## config.mk

```make
export PLATFORM = sky130hd
export DESIGN_NAME = regfile_scoreboard
export DESIGN_NICKNAME = d
export VERILOG_FILES = /design/src/rtl/regfile_scoreboard.sv
export SDC_FILE = /design/constraint.sdc
export NUM_CORES = 2
export LEC_CHECK = 0
export CAP_MARGIN = 20
export CORE_MARGIN = 1
export CORE_UTILIZATION = 41
export DETAILED_ROUTE_END_ITERATION = 8
export DONT_BUFFER_PORTS = 1
export PLACE_DENSITY_LB_ADDON = 0.12
export SYNTH_ARGS = -nofsm -noshare
export SYNTH_HDL_FRONTEND = slang
export SYNTH_SLANG_ARGS = --single-unit
```

## constraint.sdc

```tcl
create_clock -name clock -period 51.6 [get_ports clock]
set_input_delay 2.58 -clock clock [delete_from_list [all_inputs] [get_ports clock]]
set_output_delay 2.58 -clock clock [all_outputs]
set_load 0.05 [all_outputs]
```

## src/rtl/regfile_scoreboard.sv

```systemverilog
// Parametrised multi-read-port register file with per-register busy (scoreboard) bits.
// Optional write-to-read forwarding is enabled by defining REGFILE_BYPASS_EN.
module regfile_scoreboard #(
  parameter int DATA_WIDTH = 32,
  parameter int ADDR_WIDTH = 5,
  parameter int NUM_READ   = 2
) (
  input  logic                           clock,
  input  logic                           reset,
  input  logic [NUM_READ*ADDR_WIDTH-1:0] readAddress,
  output logic [NUM_READ*DATA_WIDTH-1:0] readData,
  output logic [NUM_READ-1:0]            readBusy,
  input  logic                           writeEnable,
  input  logic [ADDR_WIDTH-1:0]          writeAddress,
  input  logic [DATA_WIDTH-1:0]          writeData,
  input  logic                           reserveEnable,
  input  logic [ADDR_WIDTH-1:0]          reserveAddress,
  output logic                           reserveAccept,
  input  logic                           flush,
  output logic [ADDR_WIDTH:0]            busyCount
);

  localparam int DEPTH = 1 << ADDR_WIDTH;

  logic [DATA_WIDTH-1:0] mem_q [DEPTH];
  logic [DEPTH-1:0]      busy_q;
  logic [DEPTH-1:0]      busy_d;
  logic [ADDR_WIDTH:0]   busy_count_q;
  logic [ADDR_WIDTH:0]   busy_count_d;
  logic                  write_en;
  logic                  reserve_set;

  // Register 0 is hardwired: writes to it are dropped here rather than at every consumer.
  assign write_en = writeEnable && (writeAddress != '0);

  assign reserveAccept = reserveEnable && !flush &&
                         ((reserveAddress == '0) ||
                          !busy_q[reserveAddress] ||
                          (writeEnable && (writeAddress == reserveAddress)));

  assign reserve_set = reserveAccept && (reserveAddress != '0);

  always_ff @(posedge clock or posedge reset) begin
    if (reset) begin
      for (int i = 0; i < DEPTH; i++) begin
        mem_q[i] <= '0;
      end
    end else if (write_en) begin
      mem_q[writeAddress] <= writeData;
    end
  end

  // Reservation is applied after the writeback clear so a same-address pair ends busy.
  always_comb begin
    busy_d = busy_q;
    if (flush) begin
      busy_d = '0;
    end else begin
      if (write_en) begin
        busy_d[writeAddress] = 1'b0;
      end
      if (reserve_set) begin
        busy_d[reserveAddress] = 1'b1;
      end
    end
    busy_d[0] = 1'b0;
  end

  always_comb begin
    busy_count_d = '0;
    for (int i = 0; i < DEPTH; i++) begin
      busy_count_d = busy_count_d + (ADDR_WIDTH+1)'(busy_d[i]);
    end
  end

  always_ff @(posedge clock or posedge reset) begin
    if (reset) begin
      busy_q       <= '0;
      busy_count_q <= '0;
    end else begin
      busy_q       <= busy_d;
      busy_count_q <= busy_count_d;
    end
  end

  assign busyCount = busy_count_q;

  for (genvar gi = 0; gi < NUM_READ; gi++) begin : gen_read
    logic [ADDR_WIDTH-1:0] port_addr;
    logic [DATA_WIDTH-1:0] port_data;
    logic                  port_busy;
    logic                  port_fwd;

    assign port_addr = readAddress[gi*ADDR_WIDTH +: ADDR_WIDTH];

`ifdef REGFILE_BYPASS_EN
    assign port_fwd = write_en && (writeAddress == port_addr);
`else
    assign port_fwd = 1'b0;
`endif

    // Reset gates the outputs so they read zero while reset is held.
    always_comb begin
      port_data = mem_q[port_addr];
      port_busy = busy_q[port_addr];
      if (reset || (port_addr == '0)) begin
        port_data = '0;
        port_busy = 1'b0;
      end else if (port_fwd) begin
        port_data = writeData;
        port_busy = 1'b0;
      end
    end

    assign readData[gi*DATA_WIDTH +: DATA_WIDTH] = port_data;
    assign readBusy[gi]                          = port_busy;
  end

endmodule
```

==> run metrics <==
status=finished clean; DP HPWL=93.3 mm; sequential share of the synthesized area=0.456; reg-to-reg critical path endpoint=busyCount[4]$_DFF_PP0_; Placed Cells incl. Taps=5725; share of layout cells above drive strength 1=0.394; vias=37400; Pwr Density=37.8 mW/mm^2; clk_skew=12.4 ps; vias in the first global route=38600; final antenna-violating net count=0; Gate power share=0.180; Cell Area, Synth=0.0582 mm^2; H-tree Lvls=3; Synth area leader=dfrtp_1; Area contributors post-synth=dfrtp_1, mux2_2, mux4_2; most numerous cell on the critical path=fa_1; Worst Setup Path Type=input port to flop; commonest cells after routing, fill and taps aside=dfrtp_1, mux2_2, mux2i_1; Fin. Hold Viols=0; Period minus WS final=8630 ps; Slowest-stage cell, CP=nor3b_1; Initial Utilization=0.415; worst-margin pin slew=1160 ps; CTS tree=built; Fillers=12800; Switching Share=0.267; Avg Inst Size Synth=13.6 um^2; Yosys cell types=53; relative slew slack=0.228; GRT Total Usage=0.271; setup_tns=0 ps; # DRC=0; antenna cells=0; die height=379 um; initial antenna violation count=1; via/cell ratio=6.30; Clock Latency Late Sink=730 ps; Hold Path Stages=0; leakage power=0.0277 uW; Root Buffer=clkbuf_16; Slew Viols, Final=0; CTS Hold Bufs=0; Cell Rows=137; nets=4060; gate count of the mapped netlist=4282; Clock Sink Count=1061; routed wire length per instance=32.2 um; Chip Width=379 um; r2r setup slk=44590 ps; max cap viols=0; Tcrit/Tclk final=0.167; Placer Congestion=0.880; Buf/Inv on CP=2; Worst EP arrival=9280 ps; FF-to-FF Start=busy_q[29]$_DFF_PP0_; Clock transition at path regs=70 ps; Synth top area share=0.456; setup bufs post-CTS=0; most common flop cell mapped by yosys=dfrtp_1; Die Area=0.143 mm^2; largest net degree at the start of global routing=363; total congestion overflow=0; clock buffer depth=3; Clock power frac=0.363; CP cell instances=nor3b_1 > nand2_4 > nand3b_1 > o21ai_0 > fa_1 > inv_1 > fa_1 > fa_1 > fa_1 > fa_1 > fa_1 > inv_1 > fa_1 > fa_1 > a21o_1 > a21oi_1 > xnor2_1; I/O Buffers=0; Max Fclk=116 MHz; syn_nets=4369; hold_sp=mem_q[998]$_DFFE_PP0P_; Reg2Reg Depth=20; Worst Hold Class=flop to flop; flops & latches, synth=1061; WL final=192 mm; Layout Area Growth over Synthesis=8.45%; P_int=1750 uW; First DRT Iteration DRCs=2682; non-filler cells, final=5944; Post-synth EDFFs=0; io pins=130; Hold EP=mem_q[998]$_DFFE_PP0P_; TritonCTS buffer count=120; peak fanout along the critical path=33; max incr delay on CP=890 ps; most common cell after layout, fill and taps aside=dfrtp_1; family with the most delay on the worst path=adder cells; worst vdd ir=0.0270 mV; Synth warnings=0; post_cts resized=0; required time worst endpoint=52250 ps; sw power=638 uW; core area=0.140 mm^2; RSZ-0062 raised after global routing=false; first-pass GRT wire length=283 mm; Seq pwr share=0.458; CP Capture Type=flop; Post-synth ARST share=1.00; Worst Setup Start Kind=input port; final setup vio count=0; Initial DRT Pass Iterations=5
per-stage QoR:
step | area [um^2] | total power, uW | hold WS, ps | setup slack [ps] | util
final | 63100 | 2390 | 396 | 42970 | 0.450
after CTS | 63100 | 2410 | 401 | 43000 | 0.450
after global placement | 59200 | 1520 | 385 | 42340 | 0.422
after global routing | 63100 | 2500 | 406 | 42800 | 0.450
after floorplan | 58200 | 1470 | 449 | 19080 | -
after detailed placement | 59200 | 1530 | 388 | 42290 | 0.422
flip-flops by register name, summed over array words and instances (netlist names):
name	flops
busyCount	6
mem_q	1024
busy_q	31
power groups by stage:
stage	clock [uW]	sequential [uW]	combinational [uW]
floorplan	0	1080	391
global placement	0	1100	423
detailed placement	0	1110	430
CTS	885	1090	431
global route	918	1120	461
finish	866	1090	429
cell usage after synthesis, drive strengths merged (4+ instances only):
library cell and instances:
a22o 64, fa 23, nor2 165, o31ai 64, buf 212, mux2 992, or2 5, nand2 102
mux4 332, mux2i 478, o21ai 18, dfrtp 1061, a21oi 99, nor2b 8, inv 43, or3b 4
ha 7, nand3 6, o32ai 16, xnor2 7, o22ai 21, clkbuf 266, o32a 8, o21a 6
nand3b 25, nor3 40, nor3b 4, o221ai 178
per-layer routing:
metal,GRT usage,vias up,share of wire
li1,-,15700,-
met4,0.0915,0,0.034
met5,0,-,0
met1,0.357,20300,0.42
met3,0.0443,331,0.056
met2,0.451,1078,0.49
how the worst max path moves through the flow:
stage / start / endpoint / slack [ps] / cells after the start
6_report: writeAddress[0] / busyCount[4]$_DFF_PP0_ / 42970 / 17
5_1_grt: writeAddress[0] / busyCount[4]$_DFF_PP0_ / 42800 / 17
4_1_cts: writeAddress[0] / busyCount[4]$_DFF_PP0_ / 43000 / 17
3_5_place_dp: writeAddress[0] / busyCount[4]$_DFF_PP0_ / 42290 / 17
3_3_place_gp: writeAddress[0] / busyCount[4]$_DFF_PP0_ / 42340 / 17
2_1_floorplan: reset / busyCount[0]$_DFF_PP0_ / 19080 / 1
worst register-to-register path: stages, from the launching register on:
cell and delay (ps):
dfrtp_1 430, inv_1 100, mux4_2 450, o31a_1 390, a32oi_2 660, o32ai_1 280, fa_1 590, inv_1 60
fa_1 500, inv_1 50, fa_1 470, inv_1 60, fa_1 520, fa_1 450, fa_1 520, inv_1 60
fa_1 410, fa_1 470, a21o_1 180, a21oi_1 160, xnor2_1 140
kinds of logic after synthesis:
logic type               synth area share
AO/OA/AOI/OAI                      0.0651
multiplexers                        0.403
AND/OR/NAND/NOR                    0.0284
buffers and inverters              0.0371
XOR/XNOR                          0.00120
flip-flops                          0.456
adder cells (fa/ha/maj)           0.00941
cell type report:
cell class	count	area [um^2]	area share
multi-input combinational	2700	29800	0.471
inverter	43	169	0.00268
clock buffer	189	3620	0.0573
clock inverter	28	317	0.00501
tap	1876	2350	0.0372
timing repair buffer	47	370	0.00587
sequential	1061	26600	0.421
Note: power is estimated with default switching activity, not from simulation.
